===== src/rtl/rx_lvds_pkg.sv =====
// Shared sizing for the LVDS receiver: frame length, data-word width and bit-counter width.
package rx_lvds_pkg;

    localparam int unsigned ChNum    = 2;
    localparam int unsigned BuffSize = 8;
    localparam int unsigned NBits    = ChNum * 8;
    localparam int unsigned DataW    = ChNum * BuffSize;
    localparam int unsigned CntW     = $clog2(NBits + 1);

endpackage


===== src/rtl/rx_lvds_if.sv =====
// Hold-register handshake and status between the LVDS receiver and the channel demux.
interface rx_lvds_if;
    import rx_lvds_pkg::*;

    logic [DataW-1:0] data_out;
    logic             rx_valid;
    logic             rx_ready;
    logic             rx_busy;
    logic             frame_err;
    logic             overrun;

    modport master (
        output data_out, rx_valid, rx_busy, frame_err, overrun,
        input  rx_ready
    );

    modport slave (
        input  data_out, rx_valid, rx_busy, frame_err, overrun,
        output rx_ready
    );

endinterface


===== src/rtl/rx_sync.sv =====
// Optional delay chain on the serial input; flops preset to 1 so reset looks like an idle line.
module rx_sync #(
    parameter int unsigned Stages = 0
) (
    input  logic clk,
    input  logic rst_n,
    input  logic d,
    output logic q
);

    if (Stages == 0) begin : g_bypass
        logic unused_clk_rst;
        assign unused_clk_rst = clk ^ rst_n;
        assign q = d;
    end else begin : g_chain
        logic [Stages-1:0] sync_q;
        always_ff @(posedge clk or negedge rst_n) begin
            if (!rst_n) begin
                sync_q <= '1;
            end else begin
                sync_q <= Stages'({sync_q, d});
            end
        end
        assign q = sync_q[Stages-1];
    end

endmodule


===== src/rtl/rx_lvds.sv =====
// LVDS serial receiver: start 0, NBits data LSB first, stop 1; word presented on a valid/ready
// hold register with frame-error and overrun pulses.
module rx_lvds import rx_lvds_pkg::*; #(
    parameter int unsigned SYNC_STAGES = 0
) (
    input  logic       clk,
    input  logic       rst_n,
    input  logic       rx,
    rx_lvds_if.master  bus
);

    typedef enum logic [1:0] {StIdle, StData, StStop} state_e;

    logic             rxs;
    state_e           state_q, state_d;
    logic [CntW-1:0]  bit_cnt_q, bit_cnt_d;
    logic [NBits-1:0] shift_q, shift_d;
    logic [DataW-1:0] data_q, data_d;
    logic             valid_q, valid_d;
    logic             busy_q;
    logic             ferr_q, ferr_d;
    logic             ovr_q, ovr_d;

    rx_sync #(
        .Stages (SYNC_STAGES)
    ) u_rx_sync (
        .clk   (clk),
        .rst_n (rst_n),
        .d     (rx),
        .q     (rxs)
    );

    always_comb begin
        state_d   = state_q;
        bit_cnt_d = bit_cnt_q;
        shift_d   = shift_q;
        data_d    = data_q;
        valid_d   = valid_q;
        ferr_d    = 1'b0;
        ovr_d     = 1'b0;

        if (valid_q && bus.rx_ready) begin
            valid_d = 1'b0;
        end

        case (state_q)
            StIdle: begin
                if (!rxs) begin
                    state_d   = StData;
                    bit_cnt_d = '0;
                end
            end
            StData: begin
                shift_d   = {rxs, shift_q[NBits-1:1]};
                bit_cnt_d = bit_cnt_q + CntW'(1);
                if (bit_cnt_q == CntW'(NBits - 1)) begin
                    state_d = StStop;
                end
            end
            StStop: begin
                // Always back to IDLE so a start bit on the very next edge is caught.
                state_d = StIdle;
                if (rxs) begin
                    if (!valid_q || bus.rx_ready) begin
                        data_d  = DataW'(shift_q);
                        valid_d = 1'b1;
                    end else begin
                        ovr_d = 1'b1;
                    end
                end else begin
                    ferr_d = 1'b1;
                end
            end
            default: state_d = StIdle;
        endcase
    end

    always_ff @(posedge clk or negedge rst_n) begin
        if (!rst_n) begin
            state_q   <= StIdle;
            bit_cnt_q <= '0;
            shift_q   <= '0;
            data_q    <= '0;
            valid_q   <= 1'b0;
            busy_q    <= 1'b0;
            ferr_q    <= 1'b0;
            ovr_q     <= 1'b0;
        end else begin
            state_q   <= state_d;
            bit_cnt_q <= bit_cnt_d;
            shift_q   <= shift_d;
            data_q    <= data_d;
            valid_q   <= valid_d;
            busy_q    <= (state_d != StIdle);
            ferr_q    <= ferr_d;
            ovr_q     <= ovr_d;
        end
    end

    assign bus.data_out  = data_q;
    assign bus.rx_valid  = valid_q;
    assign bus.rx_busy   = busy_q;
    assign bus.frame_err = ferr_q;
    assign bus.overrun   = ovr_q;

endmodule


===== src/flat_wrapper.sv =====
// flat-port wrapper written by rule: the top's interface ports become plain ports
module rx_lvds_flat import rx_lvds_pkg::*;
#(
    parameter int unsigned SYNC_STAGES = 0
)
  (clk, rst_n, rx, bus_data_out, bus_rx_valid, bus_rx_busy, bus_frame_err, bus_overrun, bus_rx_ready);
  rx_lvds_if bus_i ();
  input  logic clk;
  input  logic rst_n;
  input  logic rx;
  output wire logic [$bits(bus_i.data_out)-1:0] bus_data_out;
  output wire logic [$bits(bus_i.rx_valid)-1:0] bus_rx_valid;
  output wire logic [$bits(bus_i.rx_busy)-1:0] bus_rx_busy;
  output wire logic [$bits(bus_i.frame_err)-1:0] bus_frame_err;
  output wire logic [$bits(bus_i.overrun)-1:0] bus_overrun;
  input wire logic [$bits(bus_i.rx_ready)-1:0] bus_rx_ready;
  assign bus_data_out = bus_i.data_out;
  assign bus_rx_valid = bus_i.rx_valid;
  assign bus_rx_busy = bus_i.rx_busy;
  assign bus_frame_err = bus_i.frame_err;
  assign bus_overrun = bus_i.overrun;
  assign bus_i.rx_ready = bus_rx_ready;
  rx_lvds #(.SYNC_STAGES(SYNC_STAGES)) u_core (.clk(clk), .rst_n(rst_n), .rx(rx), .bus(bus_i));
endmodule

===== config.mk =====
export PLATFORM = sky130hd
export DESIGN_NAME = rx_lvds_flat
export DESIGN_NICKNAME = d
export VERILOG_FILES = /design/src/rtl/rx_lvds_pkg.sv /design/src/rtl/rx_lvds_if.sv /design/src/rtl/rx_sync.sv /design/src/rtl/rx_lvds.sv /design/src/flat_wrapper.sv
export SDC_FILE = /design/constraint.sdc
export NUM_CORES = 1
export LEC_CHECK = 0
export ABC_AREA = 1
export CAP_MARGIN = 5
export CORE_UTILIZATION = 26
export DETAILED_ROUTE_END_ITERATION = 8
export GPL_TIMING_DRIVEN = 0
export PLACE_DENSITY_LB_ADDON = 0.1
export SLEW_MARGIN = 20
export SYNTH_ARGS = -nofsm -noshare
export SYNTH_HDL_FRONTEND = slang
export SYNTH_SLANG_ARGS = --single-unit
export TNS_END_PERCENT = 100

===== constraint.sdc =====
create_clock -name clk -period 1.3 [get_ports clk]
set_input_delay 0.39 -clock clk [delete_from_list [all_inputs] [get_ports clk]]
set_output_delay 0.39 -clock clk [all_outputs]
set_load 0.1 [all_outputs]

; Word level (Yosys, flattened, before mapping)
; Cells that the tools add are included.
[op_classes]
add_sub_neg = 1
n_eq_ne = 4
n_mux = 14
reduce_logical = 8
[ops]
columns = op, n
row1 = one-hot mux 5 bit (2 select lines), 1
row2 = two-way mux 1 bit, 9
row3 = "adder 5 x 1 -> 5 bit, second input constant", 1
row4 = "equality test 5 x 4 -> 1 bit, second input constant", 1
row5 = two-way mux 5 bit, 1
row6 = two-way mux 2 bit, 2
row7 = one-hot mux 2 bit (2 select lines), 1
row8 = nonzero test 2 bit, 2
row9 = AND reduction 3 bit, 1
row10 = "equality test 2 x 1 -> 1 bit, second input constant", 1
row11 = "equality test 2 bit, second input constant", 1
row12 = zero test 2 bit, 1
row13 = "inequality test 2 bit, second input constant", 1
row14 = AND reduction 2 bit, 1
row15 = logical AND 1 bit, 1
row16 = zero test 1 bit, 1
row17 = logical OR 1 bit, 1
[word_totals]
reg_bits = 43
inputBits = 4
elab_cells = 35

; Depth between registers and ports, before layout
; Gate-level depths: netlist (run 1).
[logic_depth]
word_depth = 5
depth_mapped = 7
depth_no_buf = 7

; Hierarchy
; From an unflattened synthesis (run 1), not the netlist that was laid out.
[unflattened]
cells_unflattened = 180
area_unflattened_um2 = 1844.3
[by_module_without_submodules]
columns = mod, instances, cells_each, area_per_inst_um2
row1 = rx_lvds, 1, 179, 1836.8
row2 = rx_sync, 1, 1, 7.5

; Worst setup path after synthesis (run 1)
; No wires, ideal clock.
[synth_timing]
kind = reg-to-reg
startpoint = reg u_core.valid_q (netlist: u_core.bus.rx_valid)
endpoint = reg u_core.data_q[10] (netlist: u_core.bus.data_out[10])
arrival_ns = 1.752
required_time_ns = 1.233
path_slack_ns = -0.519
path_stages_with_launch = 6
n_path_buf = 1
period_less_slack_ns = 1.819
cell_sequence = dfrtp_1 nand2_1 nand3_4 buf_6 nand2_1 nand2_1
[synth_between]
elab_chain_cells = 3
[synth_lines]
columns = item, line_no
row1 = "start, declared", rx_lvds.sv:19  ; logic valid_q, valid_d;
row2 = "start signal, assigned", rx_lvds.sv:93  ; valid_q <= valid_d;
row3 = zero test 1 bit, rx_lvds.sv:64  ; if (!valid_q || bus.rx_ready) begin
row4 = logical OR 1 bit, rx_lvds.sv:64
row5 = AND reduction 3 bit (no line), n/a
row6 = "end signal, assigned", rx_lvds.sv:92  ; data_q <= data_d;
row7 = "end, declared", rx_lvds.sv:18  ; logic [DataW-1:0] data_q, data_d;
; No other way between the ends.
; A chain may end at the register's enable or synchronous reset.

; Final worst setup path (run 1)
[layout_timing]
startpoint = reg u_core.valid_q (netlist: u_core.bus.rx_valid)
endpoint = out bus_rx_valid
[layout_rtl]
columns = item, line_no
row1 = "end, declared", flat_wrapper.sv:12  ; output wire logic [$bits(bus_i.rx_valid)-1:0] bus_rx_valid;
; No word-level cell between the ends.

==> results of run 1 <==
[power groups by stage]
stage               Combinational, uW  Clock (uW)  Sequential (uW)
detailed placement               1970           0             2070
global route                     2440        1100             2160
floorplan                         694           0             2810
CTS                              2060        1060             2080
finish                           2240        1020             2110
global placement                 1960           0             2070
[cell usage in the layout (no fill, tap or decap), types with 3 or more instances in the layout]
| master | n |
|---|---|
| nand2_1 | 57 |
| dfrtp_1 | 42 |
| nand4_1 | 17 |
| buf_12 | 16 |
| inv_1 | 11 |
| buf_4 | 11 |
| o21ai_1 | 9 |
| o21ai_0 | 8 |
| nand3_1 | 6 |
| buf_6 | 5 |
| clkbuf_8 | 5 |
| nand2_2 | 4 |
| nor2_1 | 4 |
| buf_2 | 3 |
[state kept, by name, summed over array words and instances, names as in the netlist]
name	cells
u_core.bus.data_out	16
u_core.bit_cnt_q	5
u_core.bus.rx_valid	1
u_core.state_q	2
u_core.bus.overrun	1
u_core.bus.frame_err	1
u_core.bus.rx_busy	1
u_core.shift_q	16
[routing by layer]
metal | GRT usage [%] | wire length [um] | vias to the layer above | share of wire [%]
met5 | 0 | 0 | - | 0
met2 | 18.3 | 1720 | 15 | 46
li1 | - | - | 662 | -
met3 | 3.07 | 104 | 2 | 2.8
met1 | 15.7 | 1880 | 631 | 50
met4 | 4.16 | 24 | 0 | 0.64
[timing repair]
| item | 4_1_cts | 5_1_grt |
|---|---|---|
| pin swaps | 1 | 5 |
| setup endpoints to repair | 33 | 29 |
| buffers inserted | 1 | 7 |
| resized for setup | 154 | 30 |
| hold buffers | 0 | 0 |
[cells by family (layout without fill, tap and decap cells)]
logic type,after synthesis,after routing,share of synthesized area [%]
AOI/OAI and AO/OA,19,19,5.54
adders and majority gates,2,2,1.44
and+or+nand+nor,93,93,24.5
DFF,43,43,61.9
buffers and inverters,22,62,6.62
[stage by stage]
stage                     worst slack (ps)  cell area (um2)  std cells
after floorplan                       12.3             1750        179
after global placement               -1770             2080        279
after detailed placement              -622             2100        280
after CTS                            -61.5             2290        289
after global routing                 -81.1             2470        296
final                                -53.8             2470        296
[synth_stat cells, types with 2 or more instances]
cell type,count
nand2_1,60
inv_1,11
inv_2,2
nand4_1,17
buf_4,3
nand3_1,6
nand2_2,2
dfrtp_1,43
nor2_1,5
buf_2,3
ha_1,2
o21ai_1,9
buf_6,2
o21ai_0,8
[how the worst max path moves through the flow]
stage	start	endpoint	slack (ps)	depth (start not counted)
2_1_floorplan	u_core.bus.data_out[0]	bus_data_out[0]	10	0
3_3_place_gp	rst_n	u_core.bus.rx_valid	-1770	1
3_5_place_dp	u_core.bus.rx_valid	bus_rx_valid	-620	1
4_1_cts	u_core.bus.rx_valid	bus_rx_valid	-60	1
5_1_grt	u_core.bus.rx_valid	bus_rx_valid	-80	1
6_report	u_core.bus.rx_valid	bus_rx_valid	-50	1
[cell type report]
type,instances,area [um2]
fillers,650,3910
flip-flops and latches,43,1080
multi-input cells,114,586
repair buffers,32,480
well taps,77,96.3
clock buffers,7,76.3
plain buffers,8,70.1
inverters,14,55.1
clock inverters,1,30.0
==> results.py, run 1 <==
metrics = {
    "clock_tree": {
        "clock_sinks": 43,
        "clk_pin_slew_ps": 90,
        "numCtsBuffers": 5,
        "tritoncts": "built",
        "clk_path_buf_depth": 2,
        "ctsRootBufferMaster": "clkbuf_8",
        "clk_latency_ps": 290,
        "h-tree-depth": 2,
    },
    "power": {
        "switching_share_pct": 42.0,
        "p_comb_share_pct": 41.7,
        "seqPwrFrac_pct": 39.3,
        "internal-power_uw": 3120,
        "p_leak_uw": 0.00119,
        "finalPower_uw": 5370,
        "clock_power_share_pct": 19.0,
        "powerDensity_nw_per_um2": 2170,
        "ir_drop_mv": 1.10,
        "p_switching_uw": 2250,
    },
    "placed_design": {
        "hpwl_mm": 2.55,
        "io_buffers": 23,
        "gp_congestion": 0.734,
    },
    "synthesis": {
        "postSynthAreaPerCell_um2": 9.72,
        "synth_top_cell_by_area": "dfrtp_1",
        "yosys-top-cells-area": "dfrtp_1 (62%), nand2_1 (13%), nand4_1 (6.1%)",
        "synth_edf_count": 0,
        "netlist_instances": 179,
        "yosys.cell_types.count": 20,
        "synth_ff_type": "dfrtp_1",
        "synth_top_area_share_pct": 61.9,
        "synth_nets": 185,
        "syn_area_um2": 1740,
        "synthArstFlopShare_pct": 100,
        "ys_seq_area_share_pct": 61.9,
        "yosys_warnings": 0,
        "ys_seq_elements": 43,
    },
    "die": {
        "fp-row-count": 29,
        "initial_core_util_pct": 27.2,
        "coreArea_um2": 6390,
        "dieWidth_um": 83.8,
        "dieArea_um2": 7020,
        "ioPinCount": 24,
        "die_y_um": 83.8,
    },
    "grt": {
        "grt_max_degree": 26,
        "grt_pass1_vias": 1338,
        "grt_overflow": 0,
        "antenna_found_initial": 0,
        "track_usage_pct": 11.7,
        "grt_pass1_wl_mm": 6.48,
    },
    "setup_path": {
        "crit_type": "register to output port",
        "startpoint_type": "register",
        "cp_data_arrival_time_ps": 960,
        "end_kind": "output port",
        "crit_family": "flip-flops",
        "critical_path_buf_inv_count": 1,
        "critical-path-slowest-cell": "dfrtp_4",
        "worstPathRequired_ps": 910,
        "max_stage_delay_ps": 500,
        "r2r_start": "u_core.bit_cnt_q[0]",
        "crit-reg2reg-capture": "u_core.bit_cnt_q[4]",
        "path_cells": "buf_12",
        "r2r_slack_ps": 60,
        "crit_fanout": 2,
        "reg2reg_depth": 5,
    },
    "worst_hold_path": {
        "hold_class": "input port to async pin",
    },
    "timing": {
        "setup_ws_ps": -53.8,
        "worst_slew_pin_slew_ps": 622,
        "relSlewSlack_pct": 58.5,
        "holdWs_ps": 103,
        "finalCriticalPeriod_ps": 1350,
        "final-setup-viol-count": 1,
        "slew_viol_final": 0,
        "rsz0062_at_grt": "true",
        "clock_skew_ps": 10.5,
        "setup_tns_ps": -53.8,
        "hold_violations": 0,
        "min_period_over_period_pct": 104,
        "fmax_ghz": 0.739,
    },
    "layout": {
        "utilization_pct": 38.7,
        "drive_above_1_share_pct": 26.9,
        "final_net_count": 224,
        "syn2layout_area_growth_pct": 42.2,
        "diodes": 0,
    },
    "drt": {
        "drtIter0Drc": 84,
        "ant_nets": 0,
        "drt-wirelength-per-cell_um": 12.6,
        "via_count": 1310,
        "drt-total-wl_mm": 3.73,
        "drc_errors": 0,
        "viasPerCell": 4.43,
        "dr.pass1.iters": 4,
    },
    "job": {
        "cap_violations": 0,
    },
    "run_status": {
        "failed_checks": "setup timing",
        "status": "finished with violations",
    },
}
No activity file was read; power rests on OpenSTA's default activity.
==> run 2: changes to the inputs <==
--- a/config.mk
+++ b/config.mk
@@ -6,12 +6,12 @@
 export NUM_CORES = 1
 export LEC_CHECK = 0
 export ABC_AREA = 1
-export CAP_MARGIN = 5
+export CAP_MARGIN = 20
 export CORE_UTILIZATION = 26
 export DETAILED_ROUTE_END_ITERATION = 8
 export GPL_TIMING_DRIVEN = 0
 export PLACE_DENSITY_LB_ADDON = 0.1
-export SLEW_MARGIN = 20
+export SLEW_MARGIN = 40
 export SYNTH_ARGS = -nofsm -noshare
 export SYNTH_HDL_FRONTEND = slang
 export SYNTH_SLANG_ARGS = --single-unit
==> run 2 against run 1 <==
Compared with the run above: the run still ends with setup timing left; clock power down 17%; critical endpoint unchanged; clock skew is essentially flat; count of clock-buffer cells in the layout shrank 1; total power down 3.3%; combinational power about the same; fmax hardly changed; sequential power barely moved; worst hold slack better by 340 ps; register-to-register slack worse by 30 ps.
==> results.py, run 2 (synthesis gave the netlist of run 1 again) <==
metrics = {
    "timing": {
        "slew_viol_final": 0,
        "setup_tns_ps": -55.1,
        "setup_ws_ps": -55.1,
        "fmax_ghz": 0.738,
        "worst_slew_pin_slew_ps": 235,
        "final-setup-viol-count": 1,
        "relSlewSlack_pct": 84.3,
        "clock_skew_ps": 10.7,
        "hold_violations": 0,
        "finalCriticalPeriod_ps": 1360,
        "min_period_over_period_pct": 104,
        "rsz0062_at_grt": "true",
    },
    "die": {
        "dieWidth_um": 83.8,
        "die_y_um": 83.8,
        "initial_core_util_pct": 27.2,
        "dieArea_um2": 7020,
        "coreArea_um2": 6390,
        "ioPinCount": 24,
        "fp-row-count": 29,
    },
    "run_status": {
        "status": "finished with violations",
        "failed_checks": "setup timing",
    },
    "grt": {
        "antenna_found_initial": 0,
        "grt_max_degree": 39,
        "track_usage_pct": 12.0,
        "grt_pass1_wl_mm": 6.58,
        "grt_overflow": 0,
        "grt_pass1_vias": 1305,
    },
    "placed_design": {
        "gp_congestion": 0.734,
        "hpwl_mm": 2.51,
        "io_buffers": 23,
        "place_ws_ps": -359,
    },
    "drt": {
        "drtIter0Drc": 80,
        "ant_nets": 0,
        "drc_errors": 0,
        "drt-wirelength-per-cell_um": 12.9,
        "via_count": 1327,
        "dr.pass1.iters": 4,
        "drt-total-wl_mm": 3.88,
        "viasPerCell": 4.39,
    },
    "setup_path": {
        "crit_fanout": 2,
        "cp_data_arrival_time_ps": 970,
        "path_cells": "buf_12",
        "r2r_slack_ps": 30,
        "max_stage_delay_ps": 500,
        "crit_family": "flip-flops",
        "crit_type": "register to output port",
        "critical-path-slowest-cell": "dfrtp_4",
        "startpoint_type": "register",
        "worstPathRequired_ps": 910,
        "critical_path_buf_inv_count": 1,
        "end_kind": "output port",
    },
    "job": {
        "cap_violations": 0,
    },
    "power": {
        "seqPwrFrac_pct": 40.6,
        "switching_share_pct": 43.7,
        "clock_power_share_pct": 16.2,
        "internal-power_uw": 2920,
        "p_switching_uw": 2260,
        "powerDensity_nw_per_um2": 2050,
        "p_comb_share_pct": 43.2,
        "p_leak_uw": 0.00123,
        "ir_drop_mv": 0.900,
    },
    "layout": {
        "fill_cells": 643,
        "syn2layout_area_growth_pct": 45.7,
        "final_net_count": 230,
        "drive_above_1_share_pct": 28.4,
        "final_cell_mix": "nand2_1 (59), dfrtp_1 (41), buf_12 (19)",
        "diodes": 0,
        "utilization_pct": 39.7,
        "layout_commonest_cell": "nand2_1",
    },
    "clock_tree": {
        "clk_pin_slew_ps": 90,
        "clock_sinks": 43,
        "clk_latency_ps": 300,
        "ctsRootBufferMaster": "clkbuf_8",
        "numCtsBuffers": 5,
        "h-tree-depth": 2,
        "tritoncts": "built",
        "clk_path_buf_depth": 2,
    },
    "worst_hold_path": {
        "hold_class": "input port to async pin",
    },
}
-- run 2: metal layers --
layer / track usage, % / vias up / part of all wire [%]
li1: - / 675 / -
met1: 16.8 / 630 / 49
met2: 18.0 / 18 / 48
met3: 2.67 / 4 / 2.3
met4: 4.62 / 0 / 1.1
met5: 0 / - / 0
-- run 2: path summary, 6_finish.rpt --
kind	depth (start not counted)	start	to
worst max register to register	5	u_core.bit_cnt_q[0]	u_core.bit_cnt_q[4]
worst min register to register	2	u_core.shift_q[0]	u_core.shift_q[0]
min in group clk	2	u_core.shift_q[0]	u_core.shift_q[0]
max in group asynchronous	3	rst_n	u_core.bus.rx_valid
worst min-delay path	2	rst_n	u_core.bit_cnt_q[0]
worst max-delay path	1	u_core.bus.rx_valid	bus_rx_valid
-- run 2: power groups by stage --
stage,logic (uW),clock network [uW],registers (uW)
2_1_floorplan,694,0,2810
3_3_place_gp,1960,0,2070
3_5_place_dp,1870,0,2060
4_1_cts,2100,885,2090
5_1_grt,2440,935,2160
6_report,2240,842,2110
-- run 2: stage by stage --
stage	instances	instance area [um2]	power, uW	hold WS (ps)
2_1_floorplan	179	1750	3500	94.4
3_3_place_gp	279	2080	4030	455
3_5_place_dp	280	1990	3930	212
4_1_cts	290	2310	5070	433
5_1_grt	302	2530	5530	463
6_report	302	2530	5190	441
-- run 2: final cells by class --
cell class / instances / area [um2] / share of cell area (%)
multi-input combinational: 114 / 581 / 22.9
clock inverter: 2 / 12.5 / 0.494
tap: 77 / 96.3 / 3.80
buffer: 8 / 73.8 / 2.91
inverter: 14 / 55.1 / 2.17
timing repair buffer: 38 / 562 / 22.2
sequential: 43 / 1080 / 42.7
clock buffer: 6 / 72.6 / 2.86
-- run 2: repair_timing --
action / 4_1_cts / 5_1_grt
setup endpoints to repair: 32 / 30
gates cloned: 0 / 1
hold buffers: 1 / 0
endpoints found under the hold margin: 5 / 0
pin swaps: 1 / 4
buffers inserted: 1 / 11
gates resized for setup: 61 / 24
